**src/rtl/muldiv_unit.sv**
```systemverilog
// rtl/muldiv_unit.sv - iterative multiply/divide unit owning the HI/LO registers
//
// Executes MULT/MULTU (radix-2 shift-add) and DIV/DIVU (radix-2 restoring)
// one bit per cycle, and stalls the pipeline while it works. MTHI/MTLO write
// HI/LO directly from IDLE without stalling.
//
// Optional feature: define MULDIV_FAST_MUL_EN to compute multiplies in a
// single cycle with the '*' operator (IDLE -> DONE). Divide is unaffected.
//
// Ports:
//   clk, rst_n        clock, asynchronous active-low reset
//   mdOpE             0 NOP, 1 MULT, 2 MULTU, 3 DIV, 4 DIVU, 5 MTHI, 6 MTLO, 7 NOP
//   mdStartE, flushE  op valid this cycle / squash any in-flight op
//   SrcA, SrcB        rs / rt operands
//   hiOut, loOut      architectural HI / LO
//   mdBusy            registered, high in CALC and DONE
//   mdStall           combinational stall request to the pipeline
//   mdDone            registered one-cycle pulse when HI/LO take a new result
module muldiv_unit #(
  parameter int WIDTH = 32,
  parameter int CNT_W = 6
) (
  input  logic             clk,
  input  logic             rst_n,
  input  logic [2:0]       mdOpE,
  input  logic             mdStartE,
  input  logic             flushE,
  input  logic [WIDTH-1:0] SrcA,
  input  logic [WIDTH-1:0] SrcB,
  output logic [WIDTH-1:0] hiOut,
  output logic [WIDTH-1:0] loOut,
  output logic             mdBusy,
  output logic             mdStall,
  output logic             mdDone
);

  localparam logic [1:0] IDLE = 2'd0;
  localparam logic [1:0] CALC = 2'd1;
  localparam logic [1:0] DONE = 2'd2;

  localparam logic [2:0] OP_MULT  = 3'd1;
  localparam logic [2:0] OP_MULTU = 3'd2;
  localparam logic [2:0] OP_DIV   = 3'd3;
  localparam logic [2:0] OP_DIVU  = 3'd4;
  localparam logic [2:0] OP_MTHI  = 3'd5;
  localparam logic [2:0] OP_MTLO  = 3'd6;

  logic [1:0]       state, state_nxt;
  logic [CNT_W-1:0] cnt;
  // Multiply: {p_hi,p_lo} is the product shift register, p_lo starts as the
  // multiplier and b_reg holds the multiplicand.
  // Divide: p_hi is the partial remainder, p_lo shifts the dividend out and
  // the quotient in, b_reg holds the divisor.
  logic [WIDTH-1:0] p_hi, p_lo, b_reg;
  logic             op_div, neg_q, neg_r, div_zero;

  logic             start_ok, long_op, is_mul_op, op_signed;
  logic             a_neg, b_neg;
  logic [WIDTH-1:0] a_abs, b_abs;
  logic [WIDTH:0]   add_sum;
  logic [WIDTH:0]   div_trial;
  logic             div_ge;
  logic [WIDTH-1:0] div_diff;
  logic [2*WIDTH-1:0] prod_fix;
  logic [WIDTH-1:0] quo_fix, rem_fix;
`ifdef MULDIV_FAST_MUL_EN
  logic [2*WIDTH-1:0] fast_prod;
`endif

  always_comb begin
    start_ok  = (state == IDLE) && mdStartE && !flushE;
    long_op   = (mdOpE >= OP_MULT) && (mdOpE <= OP_DIVU);
    is_mul_op = (mdOpE == OP_MULT) || (mdOpE == OP_MULTU);
    op_signed = (mdOpE == OP_MULT) || (mdOpE == OP_DIV);
    a_neg     = op_signed && SrcA[WIDTH-1];
    b_neg     = op_signed && SrcB[WIDTH-1];
    a_abs     = a_neg ? -SrcA : SrcA;
    b_abs     = b_neg ? -SrcB : SrcB;

    add_sum   = {1'b0, p_hi} + (p_lo[0] ? {1'b0, b_reg} : '0);
    // The remainder stays below the divisor, so the difference fits in WIDTH
    // bits whenever the trial value is not smaller than the divisor.
    div_trial = {p_hi, p_lo[WIDTH-1]};
    div_ge    = div_trial >= {1'b0, b_reg};
    div_diff  = div_trial[WIDTH-1:0] - b_reg;

    prod_fix  = neg_q ? -{p_hi, p_lo} : {p_hi, p_lo};
    // A zero divisor makes every trial succeed, so the quotient is all ones
    // and the remainder ends up as |dividend|; the remainder sign fixup then
    // restores the original dividend in HI.
    quo_fix   = div_zero ? '1 : (neg_q ? -p_lo : p_lo);
    rem_fix   = neg_r ? -p_hi : p_hi;
`ifdef MULDIV_FAST_MUL_EN
    fast_prod = (2*WIDTH)'(a_abs) * (2*WIDTH)'(b_abs);
`endif
  end

  always_comb begin
    state_nxt = state;
    case (state)
      IDLE: begin
        if (start_ok && long_op) begin
`ifdef MULDIV_FAST_MUL_EN
          state_nxt = is_mul_op ? DONE : CALC;
`else
          state_nxt = CALC;
`endif
        end
      end
      CALC: begin
        if (flushE)                   state_nxt = IDLE;
        else if (cnt == CNT_W'(1))    state_nxt = DONE;
      end
      DONE:    state_nxt = IDLE;
      default: state_nxt = IDLE;
    endcase
  end

  assign mdStall = mdBusy | (start_ok & long_op);

  always_ff @(posedge clk or negedge rst_n) begin
    if (!rst_n) begin
      state    <= IDLE;
      cnt      <= '0;
      p_hi     <= '0;
      p_lo     <= '0;
      b_reg    <= '0;
      op_div   <= 1'b0;
      neg_q    <= 1'b0;
      neg_r    <= 1'b0;
      div_zero <= 1'b0;
      hiOut    <= '0;
      loOut    <= '0;
      mdBusy   <= 1'b0;
      mdDone   <= 1'b0;
    end else begin
      state  <= state_nxt;
      mdBusy <= (state_nxt != IDLE);
      mdDone <= (state == DONE) && !flushE;
      case (state)
        IDLE: begin
          if (start_ok && long_op) begin
            op_div   <= !is_mul_op;
            neg_q    <= a_neg ^ b_neg;
            neg_r    <= a_neg;
            div_zero <= !is_mul_op && (SrcB == '0);
            cnt      <= CNT_W'(WIDTH);
            if (is_mul_op) begin
              b_reg <= a_abs;
`ifdef MULDIV_FAST_MUL_EN
              {p_hi, p_lo} <= fast_prod;
`else
              p_hi  <= '0;
              p_lo  <= b_abs;
`endif
            end else begin
              b_reg <= b_abs;
              p_hi  <= '0;
              p_lo  <= a_abs;
            end
          end else if (start_ok && mdOpE == OP_MTHI) begin
            hiOut <= SrcA;
          end else if (start_ok && mdOpE == OP_MTLO) begin
            loOut <= SrcA;
          end
        end
        CALC: begin
          if (!flushE) begin
            cnt <= cnt - CNT_W'(1);
            if (op_div) begin
              p_hi <= div_ge ? div_diff : div_trial[WIDTH-1:0];
              p_lo <= {p_lo[WIDTH-2:0], div_ge};
            end else begin
              p_hi <= add_sum[WIDTH:1];
              p_lo <= {add_sum[0], p_lo[WIDTH-1:1]};
            end
          end
        end
        DONE: begin
          if (!flushE) begin
            if (op_div) begin
              hiOut <= rem_fix;
              loOut <= quo_fix;
            end else begin
              {hiOut, loOut} <= prod_fix;
            end
          end
        end
        default: ;
      endcase
    end
  end

endmodule

```
**config.mk**
```make
export PLATFORM = sky130hd
export DESIGN_NAME = muldiv_unit
export DESIGN_NICKNAME = d
export VERILOG_FILES = /design/src/rtl/muldiv_unit.sv
export SDC_FILE = /design/constraint.sdc
export NUM_CORES = 1
export LEC_CHECK = 0
export BUFFER_PORTS_ARGS = -buffer_cell sky130_fd_sc_hd__buf_2
export CORE_MARGIN = 2
export CORE_UTILIZATION = 55
export CTS_CLUSTER_SIZE = 25
export DETAILED_ROUTE_END_ITERATION = 8
export PLACE_DENSITY = 0.75
export SLEW_MARGIN = 10
export SYNTH_ARGS = -nofsm -noshare
export SYNTH_HDL_FRONTEND = slang
export SYNTH_SLANG_ARGS = --single-unit
```
**constraint.sdc**
```tcl
create_clock -name clk -period 5.2 [get_ports clk]
set_clock_uncertainty 0.1 [all_clocks]
set_input_delay 0.26 -clock clk [delete_from_list [all_inputs] [get_ports clk]]
set_output_delay 0.26 -clock clk [all_outputs]
set_load 0.02 [all_outputs]
```
==> results.md, run 1 <==
- Antenna-violating nets left: 0
- Remaining global-route overflow: 0
- Final Hold Vio Count: 0
- Cts hold-fix bufs: 1
- CTS resizes: 0
- Postcts setup bufs: 0
- Sequential share of power: 0.265
- Worst Hold Class: primary input to flop
- CP Buf/Inv Count: 2
- Slowest cell on crit path: o21ai_0
- Synth top area share: 0.291
- Achievable Freq: 229 MHz
- Max-Cap Viols: 0
- Root buffer cell: clkbuf_16
- Setup_tns: 0 ps
- Worst-margin pin slew: 1120 ps
- Layout cells sized above 1: 0.112
- IO buf count: approximately 140
- # clock sinks: 174
- CP Launch Type: flop
- Final WL: around 53,000 um
- Top FF cell, synth: dfrtp_1
- Max FO, Critical Path: 17
- CP delay by family, top: compound AO/OA/AOI/OAI gates
- Post-synthesis adder-cell area fraction: 0.0611
- Top post-synthesis cells by area: dfrtp_1, o21ai_0, xnor2_1
- Crit Path Class: flop to flop
- Clock power share: 0.142
- Largest family of logic cells by synthesized area: compound AO/OA/AOI/OAI gates
- Pwr dens: roughly 600 nW/um^2
- Simple-gate share of the synthesized area: 0.201
- Count of different cell masters after synthesis: 70
- Clock buffer depth: 2
- Placer's final routability congestion estimate: 0.976
- IO Count: ~140
- Gate Count Post-Synth: 1,975
- Vias per cell: 6.45
- Commonest cells in the netlist: nor2_1, o21ai_0, nand2_1, a21oi_1, dfrtp_1
- Final Max Slew Viols: 0
- Switch share: 0.505
- Core region area: 26,900 sq um
- Sw power: 4890 uW
- Seq/Total Area, Yosys: 0.291
- CTS tree: built
- Width of the die: 169 um
- Final period utilization: 0.838
- Pint: 4800 uW
- Worst path most repeated cell: a221oi_1
- Crit path arrival time: between 4000 and 5000 ps
- Leakage: 0.00726 uW
- Post-synthesis async set-or-reset flop share: 1.00
- Clk_lat worst skew: 450 ps
- Remaining DRCs: 0
- Ys Warns: 0
- CP max stage delay: 480 ps
- RSZ-0062 raised after global routing: no
- Setup Viol. Count Final: 0
- Number of buffers created by CTS: 17
- Routed vias: 15,400
- H-tree depth: 4
- Syn Nets: 2,118
- Slew HR: 0.254
- Post-detail-place hpwl: 40,600 um
- Site row count: 60
- Syn_area_per_cell: 7.59 sq um
- Layout area overhead: 9.96%
- Die height: 169 um
- Status: finished, final reports clean
- Pre-antenna DRT Iters: 6
- Most frequent cell after synthesis: nor2_1
- Post-synth EDFFs: 0
- Compound-Gate Fraction of Synth Area: 0.258
- Worst-path clk slew: around 80 ps
- Mapped cell area: ~15,000 sq um
- Die area: 28,600 sq um
- Post-DR wirelength/cell: 22.3 um
- Initial antenna violation count: 0
- DR iter-0 viols: 1,904
- CP required: between 5000 and 6000 ps
- Mux share of post-synthesis cell area: 0.0386
- Maximum vdd drop: 0.344 mV
- First-pass GRT wire length: 81,400 um
- Comb pwr share: 0.593
- Largest net degree at the start of global routing: 91
- XOR/XNOR Fraction of Synth Area: 0.103
- Starting density of the core: 0.557
- Global Route Usage Sum: 0.369
- Fin nets: around 2,200
- Yosys top cell by area: dfrtp_1
- Fin crit period: ~4400 ps
- Crit-path cells: inv_1, buf_4, nor2_1, ha_1, a21o_1, a31o_2, a221oi_1, nand3_1, o21ai_0, o31ai_1, a221oi_1, xnor2_1, nand2_1, o211ai_1
- Worst setup EP type: flop
- Flops & latches, synth: approximately 170
- Vias in the first global route: roughly 14,000
- WHS: 80.9 ps
-- routing by layer --
layer | up-vias | GRT usage | wire (um)
met3 | 94 | 0.0718 | 5760
met5 | - | 0 | 0
met1 | 7221 | 0.542 | 23200
met4 | 0 | 0.137 | 1920
li1 | 7151 | - | -
met2 | 931 | 0.536 | 22300
-- final timing paths --
kind                       depth (start not counted)      from  slack [ps]   endpoint
setup reg to reg                                  14   p_lo[0]         840   p_hi[30]
hold / removal                                     3   SrcA[0]          80   b_reg[0]
setup / recovery                                  14   p_lo[0]         840   p_hi[30]
max in group asynchronous                          3     rst_n        3550    p_hi[3]
hold reg to reg                                    2  hiOut[4]         380   hiOut[4]
min in group asynchronous                          2     rst_n         320  hiOut[21]
-- layout by cell type, fill, tap and decap left out, drive strengths merged, types with 35 or more instances in the layout --
cell type | synthesis | layout
xor2 | 57 | 57
nor3 | 43 | 43
a21oi | 192 | 192
ha | 70 | 70
nor2 | 225 | 225
dfrtp | 174 | 174
inv | 63 | 71
mux2i | 51 | 51
nand3 | 35 | 35
xnor2 | 120 | 120
o21ai | 220 | 220
nand2 | 212 | 212
buf | 12 | 158
o22ai | 43 | 43
-- worst reg2reg max path, stage by stage (launching register included) --
cell and delay [ps]:
dfrtp_1 460, inv_1 460, buf_4 350, nor2_1 80, ha_1 370, a21o_1 250, a31o_2 230, a221oi_1 370
nand3_1 110, o21ai_0 480, o31ai_1 250, a221oi_1 410, xnor2_1 160, nand2_1 70, o211ai_1 130
-- per-stage QoR --
step | cells | worst slack, ps | total power, uW | utilization | area, sq um
CTS | 2385 | 926 | 9540 | 0.613 | 16500
floorplan | 1975 | 1870 | 6510 | - | 15000
detailed placement | 2352 | 949 | 8140 | 0.589 | 15800
global placement | 2352 | 1040 | 8080 | 0.589 | 15800
global route | 2385 | 549 | 10400 | 0.613 | 16500
finish | 2386 | 842 | 9690 | 0.613 | 16500
-- area by class of cell --
cell class	count	area (sq um)
repair buffers	159	860
multi-input cells	1615	9960
inverters	64	240
clock inverters	15	196
clock buffers	17	425
flip-flops and latches	174	4360
well taps	341	427
fillers	2447	10400
diodes	1	2.50
-- cell families (layout without fill, tap and decap cells) --
group / after synthesis / count (layout)
flops: 174 / 174
buf+inv: 186 / 255
xor+xnor: 177 / 177
other cells: 0 / 1
compound gates: 649 / 649
mux: 57 / 57
fa+ha+maj: 72 / 72
simple gates: 660 / 660
-- power by group through the flow --
| stage | clock (uW) | combinational [uW] | sequential, uW |
|---|---|---|---|
| 2_1_floorplan | 0 | 4080 | 2430 |
| 3_3_place_gp | 0 | 5550 | 2530 |
| 3_5_place_dp | 0 | 5590 | 2550 |
| 4_1_cts | 1380 | 5640 | 2520 |
| 5_1_grt | 1430 | 6320 | 2610 |
| 6_report | 1380 | 5740 | 2570 |
(Power assumes the default switching activity.)
==> inputs of run 2 (changes only) <==
Clock period 5.2 ns to 4.4 ns, I/O delays scaled along.
==> run 2 against run 1 <==
Net effect: total power rose by 19%; global-route usage up 0.33 points; sequential power increased by 14%; maximum frequency increased by 10%; die area is the same; final cell count rose by 0.71%; hold slack got worse by 54 ps; critical path depth rose by 1; clock power grew 18%; routed wire length increased by 1.9%; first-iteration DRC count rose by 3.6%; largest cell class unchanged; largest power group unchanged.
==> results.md, run 2 (synthesis gave the netlist of run 1 again) <==
- Pint: 5750 uW (+20%)
- Worst-path clk slew: 80 ps (about the same)
- CP Launch Type: flop
- Fin crit period: 3940 ps (-413 ps)
- Die area: 28,600 sq um (unchanged)
- Pwr dens: 695 nW/um^2 (+18%)
- Width of the die: 169 um (unchanged)
- Antenna-violating nets left: 0 (unchanged)
- Switch share: 0.502 (-0.00244)
- Site row count: 60 (unchanged)
- Maximum vdd drop: 0.450 mV (+31%)
- CTS tree: built
- Clk_lat worst skew: 450 ps (about the same)
- Slowest cell on crit path: dfrtp_1
- RSZ-0062 raised after global routing: no
- Max FO, Critical Path: 26 (+9)
- Initial antenna violation count: 1 (+1)
- Vias in the first global route: 14,100 (+0.47%)
- Setup Viol. Count Final: 0 (unchanged)
- Sw power: 5810 uW (+19%)
- IO buf count: 137 (unchanged)
- Finished Cell Area: 16,600 sq um (+0.94%)
- Most frequent cells in the layout: nor2_1, o21ai_0, nand2_1
- Layout cells sized above 1: 0.120 (+0.00775)
- Crit-path cells: inv_1, buf_4, nor2_1, ha_1, a21o_1, a31o_2, a221oi_1, nand3_1, o21ai_0, buf_4, nor2_1, a31o_2, xnor2_1, o21ai_0, a32o_1
- Remaining global-route overflow: 0 (unchanged)
- Post-detail-place hpwl: 41,100 um (+1.1%)
- Fin nets: 2,192 (+0.83%)
- Pre-antenna DRT Iters: 6 (unchanged)
- Number of buffers created by CTS: 17 (unchanged)
- Met1 layer wirelength in the final routing: 23,000 um (-0.83%)
- Crit Path Class: flop to flop
- Commonest non-fill, non-tap cell in the layout: nor2_1
- Final Max Slew Viols: 0 (unchanged)
- Met3 wire length: 5960 um (+3.5%)
- Achievable Freq: 254 MHz (+10%)
- Placed standard-cell area: 16,000 sq um (+1.0%)
- Final period utilization: 0.897 (+0.0585)
- Crit path arrival time: 4180 ps (-430 ps)
- Leakage: 0.00736 uW (+1.4%)
- Vias per cell: 6.48 (+0.35%)
- CP max stage delay: 460 ps (-20 ps)
- Worst Hold Class: primary input to flop
- CP delay by family, top: compound AO/OA/AOI/OAI gates
- Max-Cap Viols: 0 (unchanged)
- Top Layer Used: met5
- ANT cells: 0 (-1)
- Remaining DRCs: 0 (unchanged)
- Comb pwr share: 0.605 (+0.012)
- Largest net degree at the start of global routing: 77 (-15%)
- Post-DR wirelength/cell: 22.5 um (+1.1%)
- Setup_tns: 0 ps (unchanged)
- # clock sinks: 174 (unchanged)
- Sequential share of power: 0.254 (-0.011)
- Placer's final routability congestion estimate: 0.990 (+1.5%)
- Clock power share: 0.141 (about the same)
- WL met2: 22,900 um (+2.6%)
- Status: finished, final reports clean
- Root buffer cell: clkbuf_16
- Worst setup EP type: flop
- WHS: 27.3 ps (-53.7 ps)
- Routed vias: 15,600 (+1.1%)
- H-tree depth: 4 (unchanged)
- First-pass GRT wire length: 82,000 um (+0.65%)
- DR iter-0 viols: 1,973 (+3.6%)
- Worst-margin pin slew: 994 ps (-122 ps)
- Global Route Usage Sum: 0.372 (+0.00328)
- Final WL: 54,100 um (+1.9%)
- Clock buffer depth: 2 (unchanged)
- Final Hold Vio Count: 0 (unchanged)
- Layout area overhead: 11.0%
- Starting density of the core: 0.557 (unchanged)
- Slew HR: 0.338 (+0.0833)
- CP Buf/Inv Count: 3 (+1)
- CP required: 4640 ps (-810 ps)
- Die height: 169 um (unchanged)
- Core region area: 26,900 sq um (unchanged)
- IO Count: 138 (unchanged)
==> run 2: worst reg2reg max path, delay by kind of cell, from the launching register on <==
kind	cells	cell delay (ps)
compound gates	7	1720
xor+xnor	1	130
fa+ha+maj	1	370
buf+inv	3	750
flops	1	460
simple gates	3	320
==> run 2: metal layers <==
layer  track usage  vias to the layer above
met5             0                        -
met4         0.153                        2
met3        0.0891                      140
met2         0.551                      875
met1         0.521                     7359
li1              -                     7185
==> run 2: cell type report <==
class / instances / area [sq um]
tap: 341 / 427
clock inverter: 15 / 191
clock buffer: 17 / 425
multi-input combinational: 1615 / 9970
inverter: 64 / 240
timing repair buffer: 177 / 1020
fill: 2428 / 10200
sequential: 174 / 4360
==> run 2: power by group through the flow <==
| stage | clock network [uW] | logic [uW] | registers [uW] |
|---|---|---|---|
| floorplan | 0 | 4820 | 2870 |
| global placement | 0 | 6770 | 2910 |
| detailed placement | 0 | 6810 | 2930 |
| CTS | 1630 | 6860 | 2900 |
| global route | 1700 | 7660 | 3000 |
| finish | 1630 | 6990 | 2930 |
==> run 2: metrics by stage <==
stage               utilization  setup WS, ps  power (uW)  std cells
detailed placement        0.595           345        9740       2370
floorplan                     -          1070        7690       1975
CTS                       0.619           332       11400       2403
global route              0.619           161       12400       2403
finish                    0.619           455       11600       2403
global placement          0.595           500        9680       2370
==> run 2: final timing paths <==
path	startpoint	endpoint	cells after the start	slack, ps
hold / removal	SrcB[0]	b_reg[0]	3	30
min in group asynchronous	rst_n	hiOut[24]	2	220
setup / recovery	p_lo[0]	p_hi[26]	15	460
max in group asynchronous	rst_n	hiOut[3]	3	3000
setup reg to reg	p_lo[0]	p_hi[26]	15	460
hold reg to reg	loOut[5]	loOut[5]	2	380
==> run 2: timing repair <==
item                                    CTS  global route
buffers inserted                          0             0
endpoints found under the setup margin    0             1
hold buffers                              1             0
hold endpoints to repair                 59             0
gates resized for setup                   0             2
